**config.mk**
```make
export PLATFORM = sky130hd
export DESIGN_NAME = bnn_load_streamer
export DESIGN_NICKNAME = d
export VERILOG_FILES = /design/src/rtl/bnn_load_streamer.sv
export SDC_FILE = /design/constraint.sdc
export NUM_CORES = 1
export LEC_CHECK = 0
export CAP_MARGIN = 40
export CORE_MARGIN = 4
export CORE_UTILIZATION = 47
export CTS_BUF_LIST = sky130_fd_sc_hd__clkbuf_16
export CTS_CLUSTER_SIZE = 24
export DETAILED_ROUTE_END_ITERATION = 8
export GPL_TIMING_DRIVEN = 0
export PLACE_DENSITY = 0.79
export SLEW_MARGIN = 20
export SYNTH_ARGS = -nofsm -noshare
export SYNTH_HDL_FRONTEND = slang
export SYNTH_SLANG_ARGS = --single-unit
```
**constraint.sdc**
```tcl
create_clock -name clk -period 7.4 [get_ports clk]
set_input_delay 0.74 -clock clk [delete_from_list [all_inputs] [get_ports clk]]
set_output_delay 0.74 -clock clk [all_outputs]
set_load 0.01 [all_outputs]
```
**src/rtl/bnn_load_streamer.sv**
```systemverilog
// bnn_load_streamer: streams the image and weights from two byte memories.
// The bits go out gap-free and LSB-first, one per port per cycle, during the BNN load phase.
//
// Ports:
//   clk, reset        clock; asynchronous active-high reset
//   start, abort      begin a load (IDLE only) / cancel back to IDLE
//   pix_rd, pix_addr  pixel memory read strobe and byte address
//   pix_data          pixel byte, valid the cycle after pix_rd
//   w_rd, w_addr      weight memory read strobe and byte address
//   w_data            weight byte, valid the cycle after w_rd
//   load_active       high for exactly W_BITS cycles per load
//   d_out_p, d_out_w  pixel / weight stream bits
//   busy, done        not idle / one-cycle end-of-load pulse

module bnn_load_streamer #(
  parameter int PIX_BITS = 784,
  parameter int W_BITS   = 2320,
  parameter int PA_W     = 7,
  parameter int WA_W     = 9
) (
  input  logic            clk,
  input  logic            reset,
  input  logic            start,
  input  logic            abort,
  output logic            pix_rd,
  output logic [PA_W-1:0] pix_addr,
  input  logic [7:0]      pix_data,
  output logic            w_rd,
  output logic [WA_W-1:0] w_addr,
  input  logic [7:0]      w_data,
  output logic            load_active,
  output logic            d_out_p,
  output logic            d_out_w,
  output logic            busy,
  output logic            done
);

  localparam int PB = PIX_BITS / 8;
  localparam int WB = W_BITS / 8;

  localparam logic [11:0] LAST    = 12'(W_BITS - 1);
  localparam logic [11:0] PIX_END = 12'(PIX_BITS);
  localparam logic [9:0]  PB_L    = 10'(PB);
  localparam logic [9:0]  WB_L    = 10'(WB);

  typedef enum logic [2:0] {
    S_IDLE,
    S_FETCH,
    S_WAIT,
    S_STREAM,
    S_DONE
  } state_t;

  state_t state;
  state_t state_n;

  logic [11:0] cnt;
  logic [11:0] cnt_n;
  logic [2:0]  bsel;
  logic [9:0]  nb;
  logic        p_ok;
  logic        p_more;
  logic        w_more;

  logic [7:0]  p_cur;
  logic [7:0]  p_nxt;
  logic [7:0]  w_cur;
  logic [7:0]  w_nxt;
  logic        p_pend;
  logic        w_pend;

  // Index of the bit driven after the coming edge.
  // nb is the byte to prefetch when that bit opens a new byte.
  assign cnt_n  = cnt + 12'd1;
  assign bsel   = cnt_n[2:0];
  assign nb     = {1'b0, cnt_n[11:3]} + 10'd1;
  assign p_ok   = cnt_n < PIX_END;
  assign p_more = nb < PB_L;
  assign w_more = nb < WB_L;

  // State register
  always_ff @(posedge clk or posedge reset) begin
    if (reset) begin
      state <= S_IDLE;
    end else begin
      state <= state_n;
    end
  end

  // Next-state logic; abort overrides everything
  always_comb begin
    state_n = state;
    if (abort) begin
      state_n = S_IDLE;
    end else begin
      unique case (state)
        S_IDLE: begin
          if (start) begin
            state_n = S_FETCH;
          end
        end
        S_FETCH: state_n = S_WAIT;
        S_WAIT:  state_n = S_STREAM;
        S_STREAM: begin
          if (cnt == LAST) begin
            state_n = S_DONE;
          end
        end
        S_DONE:  state_n = S_IDLE;
        default: state_n = S_IDLE;
      endcase
    end
  end

  // Status outputs
  always_comb begin
    busy = (state != S_IDLE);
    done = (state == S_DONE);
  end

  // A prefetch strobe issued in cycle 8n returns its data in cycle 8n+1.
  // That byte parks in the next-byte register until the byte boundary.
  always_ff @(posedge clk or posedge reset) begin
    if (reset) begin
      p_pend <= 1'b0;
      w_pend <= 1'b0;
      p_nxt  <= '0;
      w_nxt  <= '0;
    end else begin
      p_pend <= pix_rd;
      w_pend <= w_rd;
      if (state == S_STREAM && p_pend) begin
        p_nxt <= pix_data;
      end
      if (state == S_STREAM && w_pend) begin
        w_nxt <= w_data;
      end
    end
  end

  // Stream datapath.
  // All stream outputs are registered, keyed on the state being entered.
  always_ff @(posedge clk or posedge reset) begin
    if (reset) begin
      pix_rd      <= 1'b0;
      w_rd        <= 1'b0;
      pix_addr    <= '0;
      w_addr      <= '0;
      load_active <= 1'b0;
      d_out_p     <= 1'b0;
      d_out_w     <= 1'b0;
      cnt         <= '0;
      p_cur       <= '0;
      w_cur       <= '0;
    end else begin
      pix_rd <= 1'b0;
      w_rd   <= 1'b0;
      unique case (state_n)
        S_FETCH: begin
          pix_rd      <= 1'b1;
          w_rd        <= 1'b1;
          pix_addr    <= '0;
          w_addr      <= '0;
          load_active <= 1'b0;
          d_out_p     <= 1'b0;
          d_out_w     <= 1'b0;
          cnt         <= '0;
        end
        S_WAIT: begin
          load_active <= 1'b0;
        end
        S_STREAM: begin
          load_active <= 1'b1;
          if (state == S_WAIT) begin
            // First byte comes straight off the memory bus
            cnt      <= '0;
            p_cur    <= pix_data;
            w_cur    <= w_data;
            d_out_p  <= pix_data[0];
            d_out_w  <= w_data[0];
            pix_rd   <= (PB > 1);
            w_rd     <= (WB > 1);
            pix_addr <= PA_W'(1);
            w_addr   <= WA_W'(1);
          end else begin
            cnt <= cnt_n;
            if (bsel == 3'd0) begin
              p_cur   <= p_nxt;
              w_cur   <= w_nxt;
              d_out_p <= p_ok & p_nxt[0];
              d_out_w <= w_nxt[0];
              if (p_more) begin
                pix_rd   <= 1'b1;
                pix_addr <= PA_W'(nb);
              end
              if (w_more) begin
                w_rd   <= 1'b1;
                w_addr <= WA_W'(nb);
              end
            end else begin
              d_out_p <= p_ok & p_cur[bsel];
              d_out_w <= w_cur[bsel];
            end
          end
        end
        default: begin
          load_active <= 1'b0;
          d_out_p     <= 1'b0;
          d_out_w     <= 1'b0;
          pix_addr    <= '0;
          w_addr      <= '0;
          cnt         <= '0;
        end
      endcase
    end
  end

endmodule

```
==> metrics.md <==
| Metric | Value |
|---|---|
| Root Buffer | `clkbuf_16` |
| Max transition margin | `52.0%` |
| Final cell count without fillers | `between 500 and 600` |
| Worst EP required | `7620 ps` |
| M1 GR Usage | `31.1%` |
| Post-Synthesis Cell Area | `0.00395 mm2` |
| Setup slack, reg-to-reg | `3370 ps` |
| Post-DRT Antenna Nets | `0` |
| Routed WL per cell | `18.0 um` |
| Clock power frac | `41.6%` |
| Crit end category | `flop` |
| Min cycle time layout | `between 4000 and 5000 ps` |
| Cell Chain, Critical Path | `ha_1, buf_4, and3_1, xnor2_1, ha_1, clkbuf_1, a22oi_1, o211ai_1, xor2_1, a2111o_1, a311oi_4, a21oi_2, a221o_1` |
| Max FO, Critical Path | `10` |
| Core Region | `0.00822 mm2` |
| # diodes | `0` |
| Maxcap violations | `0` |
| Syn-to-layout area delta | `23.0%` |
| Post-Syn Area per Cell | `9.46 um2` |
| Family with the most delay on the worst path | `compound AO/OA/AOI/OAI gates` |
| Achievable frequency | `around 0.25 GHz` |
| Status | `completed` |
| Post-synthesis async set-or-reset flop share | `100%` |
| Comb power frac | `about 15%` |
| FF+latch count, synth | `70` |
| Post-CTS Setup Inserts | `0` |
| First-pass GRT wire length | `approximately 18000 um` |
| Post-Layout Inst Area | `roughly 0.0049 mm2` |
| Final slew viol count | `0` |
| Hold Slack | `between 300 and 400 ps` |
| Fillers | `around 660` |
| Dpl ws | `approximately 3500 ps` |
| Starting DRC count in detailed routing | `459` |
| H-tree Lvls | `3` |
| Layout cells sized above 1 | `12.6%` |
| Num rows | `33` |
| R2R Path End | `pix_addr[0]` |
| WHS Endpoint | `p_pend` |
| Seq. cell area | `0.00175 mm2` |
| Post-cts hold buffer count | `0` |
| CP startpoint kind | `flop` |
| Initial Util | `48.1%` |
| Mapped Cells | `~420` |
| TritonCTS clock tree | `built` |
| LEAKAGE | `roughly 2.0 nW` |
| Most frequent CP cell | `ha_1` |
| Worst path max stage delay | `510 ps` |
| GR Layer Usage met2 | `35.6%` |
| GRT Util Overall | `between 20% and 30%` |
| Setup violations, final | `0` |
| Most common cell after layout, fill and taps aside | `dfrtp_1` |
| Ys flop type | `dfrtp_1` |
| Number of I/O pins | `43` |
| Antenna violations before repair | `0` |
| Routing usage on met3 | `4.35%` |
| Cells after DPL | `566` |
| Grt total ovfl | `0` |
| Hold Path Origin | `pix_rd` |
| Multi-input logic area | `0.00204 mm2` |
| Hold path cells | `0` |
| Worst slew pin tran | `around 700 ps` |
| Worst IR Drop VDD | `0.172 mV` |
| Drt pass-1 iters | `5` |
| Die height | `99.7 um` |
| Critical-path top delay cell | `dfrtp_1` |
| Pwr Density | `232 mW/mm2` |
| Insertion delay to the later sink of the worst-skew pair | `340 ps` |
| Clock Path Buffers | `2` |
| IO buf count | `42` |
| TNS Setup | `0 ps` |
| Critical path arrival | `4250 ps` |
| HPWL after DPL | `7300 um` |
| Sw frac | `between 20% and 30%` |
| Routed vias/inst | `6.14` |
| CTS Buf Count | `9` |
| Crit path buffers/inverters | `2` |
| Post-synthesis sequential area ratio | `roughly 44%` |
| Total power | `1.13 mW` |
| Die Wd | `99.7 um` |
| Reg power frac | `a little over two fifths` |
| HP Class | `flop to flop` |
| RSZ-0062 raised after global routing | `no` |
| Synth Net Count | `441` |
| Yosys cell types | `60` |
| Post-synth EDFFs | `0` |
| Number of global-route vias before repair | `about 3500` |
| Gr busiest metal | `met2` |
| Via count | `3575` |
| Reg clk slew, reported paths | `60 ps` |
| Routed WL | `10500 um` |
| Final GP Congestion | `0.962` |
| Crit share post-route | `between 50% and 60%` |
| Finished Core Util | `about three fifths` |
| Fin. Hold Viols | `0` |
| Setup ws final | `3370 ps` |
| CTS Sinks | `70` |
| Most frequent cells in the layout | `dfrtp_1 (70), nand2_1 (61), clkdlybuf4s50_1 (42), nor2_1 (41), a31oi_1 (20)` |
| Internal power | `0.833 mW` |
| R2r startpoint | `cnt[1]` |
| Die Area | `0.00994 mm2` |
| Layout Nets | `495` |
| Ys Warns | `0` |
| P_sw | `0.298 mW` |
| # resized after CTS | `0` |
| CP Class | `flop to flop` |
| Placed inst area | `around 0.0045 mm2` |
| Worst r2r path cells | `13` |
| Largest net degree at the start of global routing | `50` |
| Worst Clk Skew | `7.62 ps` |
| Post-route DRC | `0` |
-- sequential cells by signal (all words and copies together), names as in the netlist --
register,flops
cnt,12
w_addr,9
p_cur,8
p_nxt,8
w_cur,8
w_nxt,8
pix_addr,7
state,3
d_out_p,1
d_out_w,1
load_active,1
p_pend,1
pix_rd,1
w_pend,1
w_rd,1
-- worst register-to-register path, cell delays in order, from the launching register on --
cell	delay [ps]
dfrtp_1	510
ha_1	230
buf_4	180
and3_1	310
xnor2_1	160
ha_1	230
clkbuf_1	410
a22oi_1	140
o211ai_1	240
xor2_1	150
a2111o_1	400
a311oi_4	400
a21oi_2	180
a221o_1	360
-- cell usage after synthesis (8+ instances only) --
library cell   n  area [um2]
dfrtp_1       70        1750
nand2_1       61         229
nor2_1        41         154
a31oi_1       20         125
o21ai_0       19        95.1
clkbuf_1      17        63.8
mux2_2        16         180
a32o_1        10         100
xnor2_1       10        87.6
nand3_1        9        45.0
nor3_1         9        45.0
o211ai_1       9        67.6
and2_1         8        50.1
buf_2          8        40.0
inv_1          8        30.0
-- logic make-up (layout without fill, tap and decap cells) --
logic type               after synthesis  count (layout)  share of synthesized area [%]
AND/OR/NAND/NOR                      170             170                           20.8
AO/OA/AOI/OAI                        102             102                           19.1
flip-flops                            70              70                           44.3
buffers and inverters                 37              96                           4.34
multiplexers                          24              24                           7.85
XOR/XNOR                              12              12                           2.66
adder cells (fa/ha/maj)                3               3                          0.949
-- final cells by class --
| class | count | share of cell area (%) |
|---|---|---|
| clock buffer | 9 | 4.63 |
| multi-input combinational | 311 | 41.9 |
| inverter | 8 | 0.669 |
| clock inverter | 7 | 1.98 |
| buffer | 29 | 2.91 |
| tap | 105 | 2.70 |
| sequential | 70 | 36.0 |
| timing repair buffer | 43 | 9.21 |
-- routing by layer --
| metal | up-vias | share of wire, % |
|---|---|---|
| met4 | 0 | 1.6 |
| li1 | 1654 | - |
| met5 | - | 0 |
| met1 | 1748 | 43 |
| met3 | 17 | 6.7 |
| met2 | 156 | 48 |
-- power groups by stage --
stage | clock network [mW] | logic (mW) | registers [mW]
finish | 0.471 | 0.173 | 0.487
global route | 0.491 | 0.193 | 0.493
CTS | 0.471 | 0.174 | 0.485
detailed placement | 0 | 0.172 | 0.490
global placement | 0 | 0.163 | 0.487
floorplan | 0 | 0.123 | 0.480
-- worst max-delay path by stage --
stage / from / end / slack, ps / depth (start not counted)
after floorplan: cnt[1] / pix_addr[0] / 4020 / 12
after global placement: cnt[1] / pix_addr[0] / 3490 / 13
after detailed placement: cnt[1] / pix_addr[0] / 3480 / 13
after CTS: cnt[1] / pix_addr[0] / 3450 / 13
after global routing: cnt[1] / w_addr[6] / 3150 / 13
final: cnt[1] / pix_addr[0] / 3370 / 13
Power figures use the tool's default switching activity.
==> patch, RTL diff (same flow settings) <==
Add an input register stage for `start`, `abort`, `pix_data` and `w_data`, with the module's reset; this delays them by one clock. Comments in the files are not updated.
--- a/src/rtl/bnn_load_streamer.sv
+++ b/src/rtl/bnn_load_streamer.sv
@@ -53,2 +53,21 @@
 
+  logic start_q;
+  logic abort_q;
+  logic [7:0] pix_data_q;
+  logic [7:0] w_data_q;
+
+  always_ff @(posedge clk or posedge reset) begin
+    if (reset) begin
+      start_q    <= '0;
+      abort_q    <= '0;
+      pix_data_q <= '0;
+      w_data_q   <= '0;
+    end else begin
+      start_q    <= start;
+      abort_q    <= abort;
+      pix_data_q <= pix_data;
+      w_data_q   <= w_data;
+    end
+  end
+
   state_t state;
@@ -92,3 +111,3 @@
     state_n = state;
-    if (abort) begin
+    if (abort_q) begin
       state_n = S_IDLE;
@@ -97,3 +116,3 @@
         S_IDLE: begin
-          if (start) begin
+          if (start_q) begin
             state_n = S_FETCH;
@@ -132,6 +151,6 @@
       if (state == S_STREAM && p_pend) begin
-        p_nxt <= pix_data;
+        p_nxt <= pix_data_q;
       end
       if (state == S_STREAM && w_pend) begin
-        w_nxt <= w_data;
+        w_nxt <= w_data_q;
       end
@@ -176,6 +195,6 @@
             cnt      <= '0;
-            p_cur    <= pix_data;
-            w_cur    <= w_data;
-            d_out_p  <= pix_data[0];
-            d_out_w  <= w_data[0];
+            p_cur    <= pix_data_q;
+            w_cur    <= w_data_q;
+            d_out_p  <= pix_data_q[0];
+            d_out_w  <= w_data_q[0];
             pix_rd   <= (PB > 1);
Behaviour: not the same (Yosys sat finds a counterexample within 4 cycles, from zero or initial values and one cycle with reset high).
==> patch against the unedited design <==
  * Combinational power increased by 24%
  * Routed wire length decreased by 10%
  * Setup slack better by 0.39 ns
  * Synthesized area grew 8.8%
  * Die area grew 8.1%
  * Total power is 16% higher
  * Design area rose by 7.0%
  * Sequential cell count grew 18
  * Highest routed layer unchanged
==> patch: results (changes against the unedited design) <==
Parameter                              Value

Global route
  First-pass GRT wire length    16400 um (-7.9%)
  Global-route total usage across every layer    0.184 (-0.0395)
  Number of antenna violations at the first check in global routing    0 (unchanged)
  Largest net degree at the start of global routing    55 (+10%)
  Vias in the first global route    3430 (-2.0%)

Route
  Number of vias per cell    5.75 (-6.5%)
  Length of the first detailed-routing pass in iterations    4 (-1)
  Violation count after the first detailed-routing iteration    147 (-68%)
  Wire length reported by the detailed router    9420 um (-10%)

Timing
  Worst-margin pin slew    0.699 ns (-0.0154 ns)
  Worst-case clock skew    0.00970 ns (+0.00208 ns)

Synth
  Sequential fraction of the synthesis area    0.512 (+0.0687)
  Cell types occupying the most area after synthesis    sky130_fd_sc_hd__dfrtp_1, sky130_fd_sc_hd__nand2_1, sky130_fd_sc_hd__mux2_2
  Net count after synthesis    442 (+0.23%)
  Predominant post-synthesis flop cell    sky130_fd_sc_hd__dfrtp_1
  Leading post-synthesis cells by instance count    sky130_fd_sc_hd__dfrtp_1, sky130_fd_sc_hd__nand2_1, sky130_fd_sc_hd__nor2_1, sky130_fd_sc_hd__o21ai_0, sky130_fd_sc_hd__a31oi_1
  Library cells used by synthesis    61 (+1.7%)

Setup path
  Crit path to    w_addr[0]
  Highest fanout seen on the critical path    10 (unchanged)
  Slowest cell delay on critical path    0.45 ns (-0.06 ns)
  Register-to-register path setup slack    3.76 ns (+0.39 ns)
  Endpoint arrival time on the critical path    3.88 ns (-0.37 ns)

Final layout
  Count of inserted antenna diode cells    0 (unchanged)
  Fill cell instance count of the final layout    740 (+12%)
  Net count, final    496 (+0.20%)
  Share of final-layout standard cells stronger than drive strength 1    0.151 (+0.0248)

Clock tree
  H-tree level count    3 (unchanged)
  Max clock buf depth    2 (unchanged)
  Total clock buffers created by CTS    9 (unchanged)
  Clock insertion delay at the later pin of the skew report    about 0.35 ns

Run status
  Run status    complete, no violations

Hold path
  Worst Hold Class    register to register

Placement
  Dpl hpwl    6780 um (-7.1%)
  RePlAce Congestion    0.889 (-7.7%)

Pwr
  VDD IR max    166 uV (-3.4%)
  P_leak    2.26 nW (+14%)
patch: worst min-delay path by stage:
stage | end | from | cells past startpoint | slack [ns]
floorplan | p_pend | pix_rd | 0 | 0.42
global placement | w_pend | w_rd | 0 | 0.38
detailed placement | p_pend | pix_rd | 0 | 0.38
CTS | w_pend | w_rd | 0 | 0.40
global route | w_pend | w_rd | 0 | 0.41
finish | w_pend | w_rd | 0 | 0.39
patch: logic make-up (layout without fill, tap and decap cells):
family,Yosys count,count (layout),synth area share
XOR/XNOR,18,18,0.0384
buffers and inverters,31,90,0.0407
multiplexers,22,22,0.0675
AO/OA/AOI/OAI,93,93,0.157
adder cells (fa/ha/maj),3,3,0.00872
flip-flops,88,88,0.512
AND/OR/NAND/NOR,164,164,0.176
patch: per-stage QoR:
stage	cells	utilization	power (mW)	area (sq um)	setup slack, ns
2_1_floorplan	419	-	0.774	4300	4.18
3_3_place_gp	569	0.552	0.830	4860	3.09
3_5_place_dp	570	0.555	0.846	4890	3.78
4_1_cts	586	0.591	1.32	5200	3.78
5_1_grt	586	0.591	1.38	5200	3.47
6_report	586	0.591	1.31	5200	3.76
patch: final cells by class:
type	instances	area, sq um	share of cell area
buffer	25	153	0.0293
multi-input combinational	300	1930	0.370
timing repair buffer	43	448	0.0861
clock buffer	9	225	0.0433
tap	108	135	0.0260
sequential	88	2200	0.423
clock inverter	7	90.1	0.0173
inverter	6	25.0	0.00481
patch: metal layers:
metal  track usage  part of all wire  vias to the layer above
met4        0.0646             0.023                        0
met3        0.0361             0.038                       20
li1              -                 -                     1599
met1         0.230              0.43                     1667
met2         0.321              0.51                       81
met5             0                 0                        -
patch: worst max-delay path: cells and delay by family (launching register included):
family,cells,cell delay [ns]
AO/OA/AOI/OAI,4,1.08
adder cells (fa/ha/maj),2,0.46
AND/OR/NAND/NOR,2,0.58
flip-flops,1,0.45
buffers and inverters,4,0.78
XOR/XNOR,1,0.17
patch: where the power goes:
| part | internal (mW) | total (mW) | switching, mW |
|---|---|---|---|
| sequential | 0.573 | 0.623 | 0.0497 |
| clock | 0.269 | 0.476 | 0.207 |
| combinational | 0.113 | 0.214 | 0.101 |
